===== src/rtl/serial_transmitter.sv =====
// serial_transmitter: buffers words and sends each MSB-first inside a comEn frame of DATA_WIDTH+2 cycles.
// Latency: a word pushed into an empty FIFO at edge E raises comEn at E+1; then GAP_CYCLES low cycles between frames.
// Backpressure: tx_ready = (fifo_count != FIFO_DEPTH); a push while full is dropped with no state change.

// Small word FIFO; head is read combinationally so the FSM can load it on the pop edge.
module serial_transmitter_fifo #(
    parameter int WIDTH = 32,
    parameter int DEPTH = 4
) (
    input  logic                     clk,
    input  logic                     reset,
    input  logic                     wr_vld,
    input  logic [WIDTH-1:0]         wr_dat,
    output logic                     wr_rdy,
    input  logic                     rd_en,
    output logic [WIDTH-1:0]         rd_dat,
    output logic [$clog2(DEPTH):0]   count
);
    localparam int AW = $clog2(DEPTH);
    localparam logic [AW:0] FULL_CNT = (AW+1)'(DEPTH);

    logic [WIDTH-1:0] mem [DEPTH];
    logic [AW-1:0]    wr_ptr;
    logic [AW-1:0]    rd_ptr;
    logic             push;
    logic             pop;

    assign wr_rdy = (count != FULL_CNT);
    assign push   = wr_vld && wr_rdy;
    assign pop    = rd_en && (count != '0);
    assign rd_dat = mem[rd_ptr];

    // Storage array; not reset, since pointers and count define what is valid.
    always_ff @(posedge clk) begin
        if (push) begin
            mem[wr_ptr] <= wr_dat;
        end
    end

    // Pointers wrap naturally (DEPTH is a power of two); count tracks occupancy.
    always_ff @(posedge clk or posedge reset) begin
        if (reset) begin
            wr_ptr <= '0;
            rd_ptr <= '0;
            count  <= '0;
        end else begin
            if (push) wr_ptr <= wr_ptr + 1'b1;
            if (pop)  rd_ptr <= rd_ptr + 1'b1;
            if (push && !pop)      count <= count + 1'b1;
            else if (pop && !push) count <= count - 1'b1;
        end
    end
endmodule

module serial_transmitter #(
    parameter int DATA_WIDTH = 32,
    parameter int FIFO_DEPTH = 4,
    parameter int GAP_CYCLES = 1
) (
    input  logic                          clk,
    input  logic                          reset,
    input  logic [DATA_WIDTH-1:0]         tx_data,
    input  logic                          tx_valid,
    output logic                          tx_ready,
    output logic                          dataout,
    output logic                          comEn,
    output logic                          frame_done,
    output logic                          busy,
    output logic [$clog2(FIFO_DEPTH):0]   fifo_count
);
    localparam int CW = $clog2(DATA_WIDTH + 1);
    localparam int GW = $clog2(GAP_CYCLES + 1);

    typedef enum logic [1:0] {IDLE, SHIFT, TAIL, GAP} state_t;

    state_t                state, state_n;
    logic [DATA_WIDTH-1:0] shreg, shreg_n;
    logic [CW-1:0]         bit_cnt, bit_cnt_n;
    logic [GW-1:0]         gap_cnt, gap_cnt_n;
    logic                  dataout_n, comEn_n, frame_done_n;
    logic                  pop;
    logic [DATA_WIDTH-1:0] head;

    serial_transmitter_fifo #(
        .WIDTH (DATA_WIDTH),
        .DEPTH (FIFO_DEPTH)
    ) u_fifo (
        .clk    (clk),
        .reset  (reset),
        .wr_vld (tx_valid),
        .wr_dat (tx_data),
        .wr_rdy (tx_ready),
        .rd_en  (pop),
        .rd_dat (head),
        .count  (fifo_count)
    );

    assign busy = (state != IDLE) || (fifo_count != '0);

    // State and registered line outputs; reset drops comEn immediately, aborting any frame.
    always_ff @(posedge clk or posedge reset) begin
        if (reset) begin
            state      <= IDLE;
            shreg      <= '0;
            bit_cnt    <= '0;
            gap_cnt    <= '0;
            dataout    <= 1'b0;
            comEn      <= 1'b0;
            frame_done <= 1'b0;
        end else begin
            state      <= state_n;
            shreg      <= shreg_n;
            bit_cnt    <= bit_cnt_n;
            gap_cnt    <= gap_cnt_n;
            dataout    <= dataout_n;
            comEn      <= comEn_n;
            frame_done <= frame_done_n;
        end
    end

    // Next-state logic: lead bit, DATA_WIDTH data bits, one tail cycle, then the gap.
    always_comb begin
        state_n      = state;
        shreg_n      = shreg;
        bit_cnt_n    = bit_cnt;
        gap_cnt_n    = gap_cnt;
        dataout_n    = 1'b0;
        comEn_n      = 1'b0;
        frame_done_n = 1'b0;
        pop          = 1'b0;
        case (state)
            IDLE: begin
                if (fifo_count != '0) begin
                    pop       = 1'b1;
                    shreg_n   = head;
                    comEn_n   = 1'b1;
                    bit_cnt_n = '0;
                    state_n   = SHIFT;
                end
            end
            SHIFT: begin
                comEn_n = 1'b1;
                if (bit_cnt == CW'(DATA_WIDTH)) begin
                    // LSB has been on the line for a cycle; next cycle is the receiver's ready cycle.
                    state_n = TAIL;
                end else begin
                    dataout_n = shreg[DATA_WIDTH-1];
                    shreg_n   = {shreg[DATA_WIDTH-2:0], 1'b0};
                    bit_cnt_n = bit_cnt + 1'b1;
                end
            end
            TAIL: begin
                frame_done_n = 1'b1;
                gap_cnt_n    = GW'(1);
                state_n      = GAP;
            end
            GAP: begin
                if (gap_cnt == GW'(GAP_CYCLES)) begin
                    if (fifo_count != '0) begin
                        pop       = 1'b1;
                        shreg_n   = head;
                        comEn_n   = 1'b1;
                        bit_cnt_n = '0;
                        state_n   = SHIFT;
                    end else begin
                        state_n = IDLE;
                    end
                end else begin
                    gap_cnt_n = gap_cnt + 1'b1;
                end
            end
            default: state_n = IDLE;
        endcase
    end
endmodule


===== config.mk =====
export PLATFORM = sky130hd
export DESIGN_NAME = serial_transmitter
export DESIGN_NICKNAME = d
export VERILOG_FILES = /design/src/rtl/serial_transmitter.sv
export SDC_FILE = /design/constraint.sdc
export NUM_CORES = 1
export LEC_CHECK = 0
export ABC_CLOCK_PERIOD_IN_PS = 2500
export BUFFER_PORTS_ARGS = -buffer_cell sky130_fd_sc_hd__buf_2
export CAP_MARGIN = 20
export CORE_UTILIZATION = 60
export CTS_CLUSTER_DIAMETER = 120
export DETAILED_ROUTE_END_ITERATION = 10
export GPL_ROUTABILITY_DRIVEN = 0
export MAX_ROUTING_LAYER = met4
export PLACE_DENSITY_LB_ADDON = 0.05
export SYNTH_ARGS = -nofsm -noshare
export SYNTH_HDL_FRONTEND = slang
export SYNTH_SLANG_ARGS = --single-unit

===== constraint.sdc =====
create_clock -name clk -period 2.5 [get_ports clk]
set_input_delay 0.375 -clock clk [delete_from_list [all_inputs] [get_ports clk]]
set_output_delay 0.375 -clock clk [all_outputs]
set_load 0.05 [all_outputs]

### Yosys cells after proc, flatten, opt, wreduce, memory -nomap -nowiden

Memories as Yosys holds them, arrays and structs flattened.
Index checks and enable logic that the tools add are counted.

* flip-flop bits (word level): 51
* memory bits (writable): 128
* bits of input ports: 35
* output and inout bits: 8
* logic and storage cells: 67
* memories kept: 1

* add/subtract/negate cells: 6
* equal/unequal tests: 9
* multiplexer cells: 26
* reduce and logical (&&, ||, !) cells: 15

Memory list
* u_fifo.mem: depth 4, bits a word 32, read ports 1, clocked after Yosys merged registers in 0, wr ports 1, line 22 `logic [WIDTH-1:0] mem [DEPTH];`

Operators with widths (number)
* two-way mux 32 bit: 3
* case mux 32 bit (3 select lines): 1
* two-way mux 6 bit: 3
* case mux 6 bit (3 select lines): 1
* two-way mux 1 bit: 9
* inequality test 2 bit (second input constant): 4
* case mux 2 bit (4 select lines): 1
* adder 6 x 1 -> 6 bit (second input constant): 1
* == test 6 bit (second input constant): 1
* two-way mux 2 bit: 3
* two-way mux 3 bit: 2
* AND reduction 3 bit: 2
* nonzero test 2 bit: 3
* nonzero test 3 bit: 2
* adder 2 x 1 -> 2 bit (second input constant): 2
* == test 2 bit (second input constant): 2
* logical AND 1 bit: 4
* case mux 1 bit (2 select lines): 2
* adder 3 x 1 -> 3 bit (second input constant): 1
* inequality test 3 bit (second input constant): 1
* case mux 1 bit (3 select lines): 1
* subtractor 3 x 1 -> 3 bit (second input constant): 1
* == test 2 x 1 -> 1 bit (second input constant): 1
* logical NOT 1 bit: 2
* 3 further kinds: 3

### Logic depth before layout (Yosys ltp)

* depth in word-level cells: 8
* gate-level depth with buffers: 11
* mapped depth without buffers: 11

### Hierarchy

A second synthesis with hierarchy kept.

* cells, all modules: 419
* area total of the unflattened synthesis: 7353.3 um^2

By module, submodules not included
* serial_transmitter_fifo: times used 1, cells an instance 203, area each 5081.1 um^2, sequential area each 4018.9 um^2
* serial_transmitter: times used 1, cells an instance 216, area each 2272.2 um^2, sequential area each 1101.1 um^2

### Worst setup path after synthesis

Ideal clock, no wire load.

* path type: register to register
* start point: reg u_fifo.count[0]
* end point: reg u_fifo.count[2]
* setup time: 0.082 ns
* arrival time: 2.506 ns
* required time: 2.418 ns
* path slack: -0.088 ns
* stages on the path, launching flop included: 10
* buffers on the path: 0
* clock period less this slack: 2.588 ns
* path through: dfrtp_1 > nor2_1 > nand2_1 > and2_0 > ha_1 > inv_1 > fa_1 > xor2_1 > nor2_1 > xor2_1

RTL lines
* start: declaration: line 17 `output logic [$clog2(DEPTH):0] count`
* start signal: assignment: line 49 `if (push && !pop) count <= count + 1'b1;`
* start signal: assignment: line 50 `else if (pop && !push) count <= count - 1'b1;`
* inequality test 3 bit (*): line 28 `assign wr_rdy = (count != FULL_CNT);`
* named net tx_ready: line 64 `output logic tx_ready,`
* logical AND 1 bit (*): line 29 `assign push = wr_vld && wr_rdy;`
* named net u_fifo.push: line 25 `logic push;`
* logical NOT 1 bit: line 50
* logical AND 1 bit: line 50
* nonzero test 2 bit (no source line)

Mark *: on every way through the listed nets, which the timed path passes. The rest lies on a longest branch. The select of a mux whose other input is x is not followed.
A chain may end at the register's enable or synchronous reset.

### Worst setup path in the final report

* start point: reg state[0]
* end point: reg u_fifo.count[1]

* word-level cells in the longest chain between the ends: 6

Ends and longest elaborated chain
* start: declaration: line 76 `state_t state, state_n;`
* start signal: assignment: line 111 `state <= state_n;`
* == test 2 bit or logical NOT 2 bit (tied branches): line 131 `case (state)`
* case mux 1 bit (2 select lines) (*): line 131
* logical AND 1 bit (*): line 30 `assign pop = rd_en && (count != '0);`
* logical NOT 1 bit: line 49
* logical AND 1 bit: line 49
* two-way mux 3 bit or nonzero test 2 bit (tied branches)

Every way passes the cells marked *; elsewhere a longest branch is shown, timed or not.

==> impl_results.md <==
- Outcome: complete, no violations
- Hold Path Depth: 1
- PortBufs: 42
- Number of nets in the layout: 588
- GR Overflow Total: 0
- Critical path cell sequence: inv_1 -> ha_1 -> nor3_1 -> inv_1 -> ha_1 -> inv_1 -> fa_1 -> mux2_2
- Fillers: 823
- I/O pins: 43
- Critical Path Slowest Stage Cell: sky130_fd_sc_hd__dfrtp_1
- Number of instances in the placed design: 688
- First-pass GRT wire length: 21,450 um
- Clock sink count: 179
- Initial DRC Count: 231
- Netlist area before placement: 0.007551 mm^2
- Count leader, synth: sky130_fd_sc_hd__edfxtp_1
- Longest Clk Path Bufs: 2
- Hold path start: tx_data[4]
- Depth of the worst register-to-register path: 8
- Top cell type's share of synthesized area: 50.90%
- Vias in the first global route: 4,211
- Area used by multi-input combinational logic: 0.002211 mm^2
- Pre-CTS setup slack: 0.2939 ns
- DR DRC count: 0
- Core Util, Final: 70.47%
- Commonest register cell after synthesis: sky130_fd_sc_hd__edfxtp_1
- IR drop worst, VDD: 0.5764 mV
- Final standard cell count with taps included and fillers excluded: 721
- Placed wire-length estimate after detailed placement: 7812 um
- Worst hold endpoint: u_fifo.mem[1][4]
- Total number of placement rows: 40
- Clock tree skew after final layout: 0.02062 ns
- Met2 routed wirelength: 6776 um
- Htree depth: 4
- Kind of end point of the critical path: flip-flop
- Fraction of synthesis flops using an asynchronous set or reset pin: 28.49%
- Detailed-route wire length: 13,170 um
- DRT antenna net count: 0
- Synth top area cells: sky130_fd_sc_hd__edfxtp_1 51%, sky130_fd_sc_hd__dfrtp_1 17%, sky130_fd_sc_hd__mux2_2 5.7%
- WP data required: 2.81 ns
- Synthesized instance count: 486
- Reg2Reg Capture Point: u_fifo.count[1]
- Starting Density: 62.09%
- Leak: 3.228 nW
- Most frequent cells after synthesis: 128 x sky130_fd_sc_hd__edfxtp_1, 51 x sky130_fd_sc_hd__dfrtp_1, 38 x sky130_fd_sc_hd__mux2_2
- Area growth from synthesis to layout: 13.50%
- Metal1 wirelength: 5748 um
- Startpoint of the lowest-slack register-to-register path: state[0]
- Clock buffers created by TritonCTS: 17
- Number of resized instances in the post-cts repair step: 0
- Clock slew at reported path FFs: 0.06 ns
- Post-synth EDFFs: 128
- Worst max-slew margin expressed relative to the limit: 64.89%
- Number of nets in the synthesized netlist: 534
- Critical path fanouts, max: 4
- Total Neg Setup Slack: 0 ns
- Worst min-delay path category: in -> reg
- Startpoint of the worst setup timing path: state[0]
- Layout cell share with drive strength beyond 1: 30.20%
- Initial antenna violation count: 0
- YS warnings: 0
- Cell type with the highest aggregate area in the netlist: sky130_fd_sc_hd__edfxtp_1
- Distinct cells, synth: 45
- Most used cell, CP: sky130_fd_sc_hd__inv_1
- Post-DR wirelength/cell: 18.26 um
- Min setup slack post-route: 0.2672 ns
- Data arrival at the endpoint of the critical path: 2.55 ns
- Floorplan die height: 114.2 um
- Measured slew at the worst slew-check pin: 0.5267 ns
- RSZ-0062 raised after global routing: false
- Maximum number of pins on one net before global-route repair: 52
- Setup slack of the worst register-to-register path: 0.27 ns
- Ratio of routed vias to standard cells: 5.612
- Placeable Area: 0.01216 mm^2
- Worst skew pair latency: 0.43 ns
- Top achievable clock speed: 447.9 MHz
- Number of synthesized register bits: 179
- CTS tree: done
- Portion of the post-synthesis area used by sequential elements: 67.80%
- Top metal layer carrying routed signals: met4
- Buffering stage count on the worst path with inverters included: 3
- Final slew viol count: 0
- Max-capacitance violation count: 0
- Final Hold Violating Endpoints: 0
- Final period utilization: 89.31%
- Number of setup violations in the final report: 0
- Number of detailed-routing iterations run before antenna repair: 4
- Buffer type at the clock tree root: sky130_fd_sc_hd__clkbuf_16
- Die Outline Area: 0.01304 mm^2
- DR vias: 4,046
- Tmin final: 2.233 ns
- Overall die width: 114.2 um
- Cell family with most CP delay: adder cells
- PD cells: 1342 mW/mm^2
- Combined global-route utilization of all metal layers: 23.10%
- Average size of a mapped cell: 15.54 um^2
- Worst stage delay on the critical path: 0.40 ns
- Routed met3 length: 533 um
- Antenna cells: 0
- Critical Path Start Type: flip-flop
- Reg area: 0.005122 mm^2
- Start-to-end type of the worst setup path: reg -> reg
==> kinds of logic after synthesis <==
family,count (synthesis),synth area share (%)
compound gates,80,7.291
fa+ha+maj,13,2.253
flops,179,67.80
buf+inv,37,2.949
simple gates,100,6.943
mux,71,12.06
xor+xnor,6,0.6961
==> cells in the final DEF, fill, tap and decap left out, types with 8 or more instances in the layout <==
master                      Yosys  layout
sky130_fd_sc_hd__clkbuf_16      0      17
sky130_fd_sc_hd__mux2_4        28      28
sky130_fd_sc_hd__nand2_1       10       9
sky130_fd_sc_hd__nor2b_1       30      30
sky130_fd_sc_hd__o22ai_1       30      30
sky130_fd_sc_hd__dfrtp_1       51      49
sky130_fd_sc_hd__mux2_2        38      38
sky130_fd_sc_hd__ha_1          12      12
sky130_fd_sc_hd__nor2_1        35      35
sky130_fd_sc_hd__a21oi_1        8       8
sky130_fd_sc_hd__edfxtp_1     128     128
sky130_fd_sc_hd__inv_1         12      11
sky130_fd_sc_hd__buf_2          7      42
sky130_fd_sc_hd__a211oi_1      29      29
sky130_fd_sc_hd__buf_4          1      11
==> through the flow <==
| stage | hold WS (ns) | instance area, um^2 | power, mW |
|---|---|---|---|
| floorplan | 0.4728 | 7555 | 8.065 |
| global placement | 0.4197 | 7985 | 8.840 |
| detailed placement | 0.4241 | 7985 | 8.999 |
| CTS | 0.1422 | 8571 | 11.60 |
| global route | 0.1442 | 8571 | 12.12 |
| finish | 0.1543 | 8571 | 11.50 |
==> layer usage <==
metal  track usage [%]  vias to the layer above
met2             37.70                       78
li1                  -                     1942
met1             28.51                     2019
met3             4.976                        7
met4             8.831                        0
met5                 -                        -
==> registers in the layout, indices dropped and copies added, names as in the netlist, 2 cells and up <==
signal	cells
state	2
bit_cnt	6
u_fifo.wr_ptr	2
u_fifo.count	3
u_fifo.rd_ptr	2
u_fifo.mem	128
shreg	32
==> area by class of cell <==
type / instances / share of cell area, %
multi-input combinational: 270 / 25.80
sequential: 179 / 59.77
inverter: 13 / 0.5693
tap: 168 / 2.453
clock inverter: 13 / 1.547
clock buffer: 19 / 5.168
timing repair buffer: 59 / 4.701
==> what timing repair did <==
item | 4_1_cts | 5_1_grt
buffers inserted | 0 | 0
hold buffers | 1 | 0
hold endpoints to repair | 19 | 0
==> worst max path at each step <==
| stage | to | slack (ns) | cells past startpoint |
|---|---|---|---|
| 2_1_floorplan | u_fifo.count[2] | 0.11 | 9 |
| 3_3_place_gp | u_fifo.count[1] | 0.35 | 8 |
| 3_5_place_dp | u_fifo.count[1] | 0.29 | 8 |
| 4_1_cts | u_fifo.count[1] | 0.25 | 8 |
| 5_1_grt | shreg[30] | 0.15 | 7 |
| 6_report | u_fifo.count[1] | 0.27 | 8 |
==> power by group <==
group	switching, mW	internal, mW
clock network	1.07	1.49
registers	0.377	4.08
logic	2.34	2.15
Note: power is estimated with default switching activity, not from simulation.
